===== config.mk =====
export PLATFORM = sky130hd
export DESIGN_NAME = hpu_ren_ckpt_ctrl
export DESIGN_NICKNAME = d
export VERILOG_FILES = /design/src/rtl/hpu_pkg.sv /design/src/rtl/hpu_ckpt_age_mask.sv /design/src/rtl/hpu_ren_ckpt_ctrl.sv
export SDC_FILE = /design/constraint.sdc
export NUM_CORES = 1
export LEC_CHECK = 0
export ABC_AREA = 1
export CAP_MARGIN = 20
export CORE_ASPECT_RATIO = 2
export CORE_MARGIN = 5
export CORE_UTILIZATION = 29
export DETAILED_ROUTE_END_ITERATION = 8
export SYNTH_ARGS = -nofsm -noshare
export SYNTH_HDL_FRONTEND = slang
export SYNTH_SLANG_ARGS = --single-unit

===== constraint.sdc =====
create_clock -name clk_i -period 3.6 [get_ports clk_i]
set_input_delay 0.72 -clock clk_i [delete_from_list [all_inputs] [get_ports clk_i]]
set_output_delay 0.72 -clock clk_i [all_outputs]
set_load 0.01 [all_outputs]

===== src/rtl/hpu_pkg.sv =====
// Shared types for the rename checkpoint scheduler, the free-list and the RAT.
package hpu_pkg;

  localparam int CKPT_LEN       = 8;
  localparam int INST_DEC_PARAL = 4;
  localparam int CKPT_IDX_W     = $clog2(CKPT_LEN);

  typedef logic [CKPT_IDX_W-1:0] ckpt_index_t;

  typedef enum logic {
    NORMAL = 1'b0,
    BUBBLE = 1'b1
  } ckpt_ctrl_state_e;

  typedef struct packed {
    logic        en;
    ckpt_index_t index;
  } ckpt_rcov_t;

endpackage


===== src/rtl/hpu_ckpt_age_mask.sv =====
// Combinational age helper: marks live slots younger than i_index and returns
// the number of live slots from i_head up to and including i_index.
module hpu_ckpt_age_mask #(
  parameter int CKPT_LEN = 8
) (
  input  logic [$clog2(CKPT_LEN)-1:0] i_head,
  input  logic [$clog2(CKPT_LEN)-1:0] i_tail,
  input  logic [$clog2(CKPT_LEN)-1:0] i_index,
  input  logic                        i_full,
  output logic [CKPT_LEN-1:0]         o_young_mask,
  output logic [$clog2(CKPT_LEN):0]   o_live_cnt
);

  localparam int IW = $clog2(CKPT_LEN);
  localparam int CW = IW + 1;

  logic [CW-1:0] w_occ;
  logic [IW-1:0] w_idx_age;
  logic [IW-1:0] w_age;

  // head == tail is ambiguous between empty and full, so occupancy needs i_full
  always_comb begin
    w_occ        = i_full ? CW'(CKPT_LEN) : {1'b0, i_tail - i_head};
    w_idx_age    = i_index - i_head;
    w_age        = '0;
    o_young_mask = '0;
    for (int s = 0; s < CKPT_LEN; s++) begin
      w_age           = IW'(s) - i_head;
      o_young_mask[s] = (w_age > w_idx_age) && ({1'b0, w_age} < w_occ);
    end
  end

  assign o_live_cnt = {1'b0, w_idx_age} + CW'(1);

endmodule


===== src/rtl/hpu_ren_ckpt_ctrl.sv =====
// Rename checkpoint scheduler: in-order slot allocation, save/recovery strobes.
// Optional perf counters when HPU_CKPT_PERF_EN is defined.
//   state  | meaning
//   NORMAL | allocation allowed (subject to full/recovery/flush)
//   BUBBLE | allocation blocked for RCOV_BUBBLE cycles after a recovery
module hpu_ren_ckpt_ctrl #(
  parameter int CKPT_LEN       = hpu_pkg::CKPT_LEN,
  parameter int RCOV_BUBBLE    = 1,
  parameter int INST_DEC_PARAL = hpu_pkg::INST_DEC_PARAL
) (
  input  logic                        clk_i,
  input  logic                        rst_i,
  input  logic [INST_DEC_PARAL-1:0]   br_act_id0_i,
  input  logic                        id0_fire_i,
  output logic [$clog2(CKPT_LEN)-1:0] ckpt_index_id0_o,
  output logic [INST_DEC_PARAL-1:0]   ckpt_grant_lane_id0_o,
  output logic                        ckpt_split_o,
  output logic                        ckpt_stall_o,
  output logic                        ckpt_save_en_id1_o,
  output logic [$clog2(CKPT_LEN)-1:0] ckpt_save_index_id1_o,
  input  logic                        br_retire_i,
  input  logic                        rcov_req_i,
  input  logic [$clog2(CKPT_LEN)-1:0] rcov_index_i,
  output logic                        ckpt_rcov_en_o,
  output logic [$clog2(CKPT_LEN)-1:0] ckpt_rcov_index_o,
  input  logic                        flush_i,
  output logic [$clog2(CKPT_LEN):0]   ckpt_cnt_o
`ifdef HPU_CKPT_PERF_EN
  ,
  output logic [31:0]                 prf_ckpt_full_cyc_o,
  output logic [31:0]                 prf_ckpt_split_o
`endif
);

  import hpu_pkg::*;

  localparam int IW = $clog2(CKPT_LEN);
  localparam int CW = IW + 1;
  localparam int LW = INST_DEC_PARAL;

  logic [IW-1:0]       r_head, r_tail;
  logic [CW-1:0]       r_cnt;
  logic [CKPT_LEN-1:0] r_valid;
  ckpt_ctrl_state_e    r_state;
  logic [1:0]          r_bub;
  logic                r_save_en;
  logic [IW-1:0]       r_save_idx;
  ckpt_rcov_t          r_rcov;

  logic [IW-1:0]       w_head_nxt, w_tail_nxt;
  logic [CW-1:0]       w_cnt_nxt;
  logic [CKPT_LEN-1:0] w_valid_nxt;
  ckpt_ctrl_state_e    w_state_nxt;
  logic [1:0]          w_bub_nxt;
  logic                w_save_en_nxt;
  logic [IW-1:0]       w_save_idx_nxt;
  ckpt_rcov_t          w_rcov_nxt;

  logic                w_req, w_full, w_split, w_stall, w_alloc, w_retire;
  logic [CKPT_LEN-1:0] w_young_mask, w_ret_mask, w_alloc_mask;
  logic [CW-1:0]       w_live_cnt;

  assign w_req    = |br_act_id0_i;
  assign w_full   = (r_cnt == CW'(CKPT_LEN));
  assign w_split  = (br_act_id0_i & (br_act_id0_i - LW'(1))) != '0;
  assign w_stall  = w_req & (w_full | (r_state == BUBBLE) | rcov_req_i | flush_i);
  assign w_alloc  = w_req & id0_fire_i & ~w_stall;
  assign w_retire = br_retire_i & (r_cnt != '0);

  assign w_ret_mask   = w_retire ? (CKPT_LEN'(1) << r_head) : '0;
  assign w_alloc_mask = w_alloc  ? (CKPT_LEN'(1) << r_tail) : '0;

  hpu_ckpt_age_mask #(
    .CKPT_LEN (CKPT_LEN)
  ) u_age_mask (
    .i_head       (r_head),
    .i_tail       (r_tail),
    .i_index      (rcov_index_i),
    .i_full       (w_full),
    .o_young_mask (w_young_mask),
    .o_live_cnt   (w_live_cnt)
  );

  // Live count is measured from the pre-retire head; a same-cycle retire removes one more.
  always_comb begin
    w_head_nxt     = r_head;
    w_tail_nxt     = r_tail;
    w_cnt_nxt      = r_cnt;
    w_valid_nxt    = r_valid;
    w_state_nxt    = r_state;
    w_bub_nxt      = r_bub;
    w_save_en_nxt  = 1'b0;
    w_save_idx_nxt = r_tail;
    w_rcov_nxt     = '0;
    if (flush_i) begin
      w_head_nxt  = '0;
      w_tail_nxt  = '0;
      w_cnt_nxt   = '0;
      w_valid_nxt = '0;
      w_state_nxt = NORMAL;
      w_bub_nxt   = '0;
    end else if (rcov_req_i) begin
      w_head_nxt       = r_head + IW'(w_retire);
      w_tail_nxt       = rcov_index_i + IW'(1);
      w_cnt_nxt        = w_live_cnt - CW'(w_retire);
      w_valid_nxt      = r_valid & ~w_young_mask & ~w_ret_mask;
      w_rcov_nxt.en    = 1'b1;
      w_rcov_nxt.index = rcov_index_i;
      if (RCOV_BUBBLE > 0) begin
        w_state_nxt = BUBBLE;
        w_bub_nxt   = 2'(RCOV_BUBBLE - 1);
      end else begin
        w_state_nxt = NORMAL;
        w_bub_nxt   = '0;
      end
    end else begin
      if (r_state == BUBBLE) begin
        if (r_bub == '0) w_state_nxt = NORMAL;
        else             w_bub_nxt   = r_bub - 2'd1;
      end
      w_head_nxt    = r_head + IW'(w_retire);
      w_tail_nxt    = r_tail + IW'(w_alloc);
      w_cnt_nxt     = r_cnt + CW'(w_alloc) - CW'(w_retire);
      w_valid_nxt   = (r_valid & ~w_ret_mask) | w_alloc_mask;
      w_save_en_nxt = w_alloc;
    end
  end

  always_ff @(posedge clk_i) begin
    if (rst_i) begin
      r_head     <= '0;
      r_tail     <= '0;
      r_cnt      <= '0;
      r_valid    <= '0;
      r_state    <= NORMAL;
      r_bub      <= '0;
      r_save_en  <= 1'b0;
      r_save_idx <= '0;
      r_rcov     <= '0;
    end else begin
      r_head     <= w_head_nxt;
      r_tail     <= w_tail_nxt;
      r_cnt      <= w_cnt_nxt;
      r_valid    <= w_valid_nxt;
      r_state    <= w_state_nxt;
      r_bub      <= w_bub_nxt;
      r_save_en  <= w_save_en_nxt;
      r_save_idx <= w_save_idx_nxt;
      r_rcov     <= w_rcov_nxt;
    end
  end

`ifdef HPU_CKPT_DEBUG
  always_ff @(posedge clk_i) begin
    if (!rst_i) assert (!(br_retire_i && (r_cnt == '0)));
  end
`endif

`ifdef HPU_CKPT_PERF_EN
  logic [31:0] r_prf_full, r_prf_split;

  always_ff @(posedge clk_i) begin
    if (rst_i) begin
      r_prf_full  <= '0;
      r_prf_split <= '0;
    end else begin
      if (w_req && w_full && (r_prf_full != '1))
        r_prf_full <= r_prf_full + 32'd1;
      if (w_split && id0_fire_i && (r_prf_split != '1))
        r_prf_split <= r_prf_split + 32'd1;
    end
  end

  assign prf_ckpt_full_cyc_o = r_prf_full;
  assign prf_ckpt_split_o    = r_prf_split;
`endif

  assign ckpt_index_id0_o      = r_tail;
  assign ckpt_grant_lane_id0_o = br_act_id0_i & (~br_act_id0_i + LW'(1));
  assign ckpt_split_o          = w_split;
  assign ckpt_stall_o          = w_stall;
  assign ckpt_save_en_id1_o    = r_save_en;
  assign ckpt_save_index_id1_o = r_save_idx;
  assign ckpt_rcov_en_o        = r_rcov.en;
  assign ckpt_rcov_index_o     = r_rcov.index;
  assign ckpt_cnt_o            = r_cnt;

endmodule


==> results.py <==
metrics = {
    "timing": {
        "fin_ws_ns": 0.6335,
        "tns_ns": 0,
        "hold_violations": 0,
        "slew_violations": 0,
        "finalCriticalPeriod_ns": 2.967,
        "fin_crit_sh_pct": 82.40,
        "rsz0062_at_grt": "false",
        "worst_slew_pin_slew_ns": 0.2614,
        "clock_skew_ns": 0.003421,
        "setup_viol": 0,
        "max_freq_ghz": 0.3371,
        "slew_headroom_pct": 82.46,
    },
    "logic_synthesis": {
        "synthCells": 146,
        "syn_area_sq_mm": 0.001184,
        "ys_seq_area_share_pct": 35.52,
        "yosys_warnings": 0,
        "avgSynthCellArea_sq_um": 8.107,
        "synth_seq_cells": 21,
        "synth.distinct_cells": 26,
        "synth_nets": 177,
    },
    "routing": {
        "drt_iter0_drc": 23,
        "wl_mm": 2.513,
        "vias": 967,
        "drtAntennaViolNets": 0,
        "wire_per_inst_um": 10.74,
        "drc": 0,
        "vias_per_cell": 4.132,
        "firstDrtPassIters": 2,
    },
    "grt": {
        "grt_util_met3_pct": 2.229,
        "top_usage_layer": "met2",
        "antenna_found_initial": 0,
        "grt_pass1_vias": 996,
        "grt-ovfl-total": 0,
        "use_met1_pct": 9.317,
        "grt_pass1_wl_mm": 4.146,
        "grt_use_met2_pct": 19.53,
        "grt_max_degree": 14,
        "grt_use_total_pct": 10.56,
    },
    "clock_tree": {
        "cts_buffers": 3,
        "cts_num_sinks": 21,
        "clock_latency_ns": 0.26,
        "postCtsSetupRepairBufs": 0,
        "clock-root-buffer": "clkbuf_8",
        "clk_pin_slew_worst_paths_ns": 0.08,
        "cts-resized-gates": 0,
        "ctsLongestPathBuffers": 2,
        "hold_buffers": 0,
        "cts_tree": "done",
        "cts_max_level": 1,
    },
    "worst_setup_path": {
        "worstPathArrival_ns": 2.25,
        "cp.required_ns": 2.88,
        "worst_path_largest_cell_delay_ns": 0.54,
        "r2r-end": "ckpt_cnt_o[2]",
        "critPathMaxFanout": 3,
        "reg2reg_from": "ckpt_cnt_o[2]",
        "crit_slowest_cell": "clkdlybuf4s50_1",
        "path_cells": "clkdlybuf4s50_1 > inv_1 > nand2_1 > nor2_1 > o21ai_1 > inv_1 > nor2_1 > clkdlybuf4s50_1",
        "rrSetupSlack_ns": 1.32,
        "path_class": "in -> out",
        "end_kind": "output port",
        "reg2reg_depth": 13,
        "crit_path_start_kind": "input pin",
    },
    "cells_and_area": {
        "layout.cells.non_filler": 234,
        "synthToLayoutAreaGrowth_pct": 36.89,
        "final_common_cell": "inv_1",
        "seq_area_sq_um": 420.4,
        "antenna_cells": 0,
        "multi_input_area_sq_um": 608.1,
        "nets": 214,
        "most-common-layout-cells": "34 x inv_1, 33 x clkdlybuf4s50_1, 21 x nand2_1, 21 x dfxtp_1, 18 x nor2_1",
        "final_core_util_pct": 40.04,
        "fill_cells": 459,
        "final_layout_size_suffix_gt1_share_pct": 9.341,
    },
    "floorplan": {
        "die_y_um": 100.4,
        "initial_core_util_pct": 29.25,
        "io_pins": 34,
        "coreArea_sq_mm": 0.004046,
        "die_area_sq_mm": 0.005537,
        "fp.dieW_um": 55.18,
        "fp-row-count": 33,
    },
    "worst_hold_path": {
        "hold_class": "reg -> reg",
        "hold_depth": 2,
        "hp-start": "ckpt_index_id0_o[1]",
        "hold_end": "ckpt_save_index_id1_o[1]",
    },
    "placed_design": {
        "place_congestion": 0.7817,
        "dp_slack_ns": 0.4382,
        "hpwl_mm": 2.145,
        "placedCellCount": 230,
        "numPortBuffers": 33,
    },
    "power": {
        "power_density_mw_per_mm2": 335.2,
        "power_mw": 0.5430,
        "ir_drop_v": 0.0002532,
        "power.leakage_nw": 0.7270,
    },
    "run": {
        "max_cap_violations": 0,
    },
    "status": {
        "outcome": "finished, final reports clean",
    },
}
[per-layer routing]
layer  up-vias  part of all wire [%]  wire [um]
met5         -                     0          0
met4         0                   3.3         82
met3         6                   6.3        159
met2        26                    56       1407
met1       423                    34        863
li1        512                     -          -
[worst max path at each step]
| stage | from | endpoint | slack [ns] | depth (start not counted) |
|---|---|---|---|---|
| after floorplan | rcov_req_i | ckpt_cnt_o[2] | 1.16 | 13 |
| after global placement | rcov_req_i | ckpt_cnt_o[2] | 0.51 | 14 |
| after detailed placement | rcov_req_i | ckpt_cnt_o[2] | 0.44 | 14 |
| after CTS | flush_i | ckpt_stall_o | 0.60 | 8 |
| after global routing | flush_i | ckpt_stall_o | 0.50 | 8 |
| final | flush_i | ckpt_stall_o | 0.63 | 8 |
[worst max-delay path: cells and delay by family]
kind | cells | cell delay, ns
compound gates | 1 | 0.15
buf+inv | 4 | 1.19
simple gates | 3 | 0.19
[registers in the layout (all words and copies together) (netlist names)]
| register | count |
|---|---|
| ckpt_cnt_o | 4 |
| ckpt_index_id0_o | 3 |
| ckpt_rcov_index_o | 3 |
| ckpt_save_index_id1_o | 3 |
| r_head | 3 |
| r_bub | 2 |
| ckpt_rcov_en_o | 1 |
| ckpt_save_en_id1_o | 1 |
| r_state | 1 |
[cell type report]
class	instances	area share [%]
clock buffer	3	2.548
tap	52	4.015
clock inverter	1	0.4633
inverter	38	9.112
multi-input combinational	86	37.53
sequential	21	25.95
timing repair buffer	33	20.39
[power by group]
part | switching [mW] | leakage (nW) | internal (mW)
Clock | 0.0821 | 0.0217 | 0.0783
Sequential | 0.00671 | 0.171 | 0.241
Combinational | 0.0670 | 0.535 | 0.0675
[logic make-up (layout without fill, tap and decap cells)]
group	after synthesis	in the layout	share of synthesized area (%)
and+or+nand+nor	51	51	19.56
buffers and inverters	39	75	13.11
DFF	21	21	35.52
adders and majority gates	18	18	20.30
AOI/OAI and AO/OA	11	11	7.082
xor gates and xnor gates	6	6	4.440
[synth_stat cells, drive strengths merged]
| library cell | count | area share, % |
|---|---|---|
| a211oi | 1 | 1.1 |
| a21oi | 3 | 1.6 |
| and2 | 1 | 0.53 |
| buf | 1 | 0.63 |
| dfxtp | 21 | 36 |
| fa | 2 | 3.4 |
| ha | 16 | 17 |
| inv | 38 | 12 |
| nand2 | 22 | 7.2 |
| nand3 | 5 | 2.1 |
| nor2 | 21 | 8.9 |
| nor3 | 2 | 0.85 |
| o211ai | 1 | 0.63 |
| o21ai | 5 | 2.7 |
| o22ai | 1 | 1.1 |
| xnor2 | 4 | 3.0 |
| xor2 | 2 | 1.5 |
[stage by stage]
stage          area (sq um)  hold slack, ns
2_1_floorplan          1184          0.4630
3_3_place_gp           1572          0.4386
3_5_place_dp           1572          0.4481
4_1_cts                1620          0.4613
5_1_grt                1620          0.4811
6_report               1620          0.4531
Power figures use the tool's default switching activity.
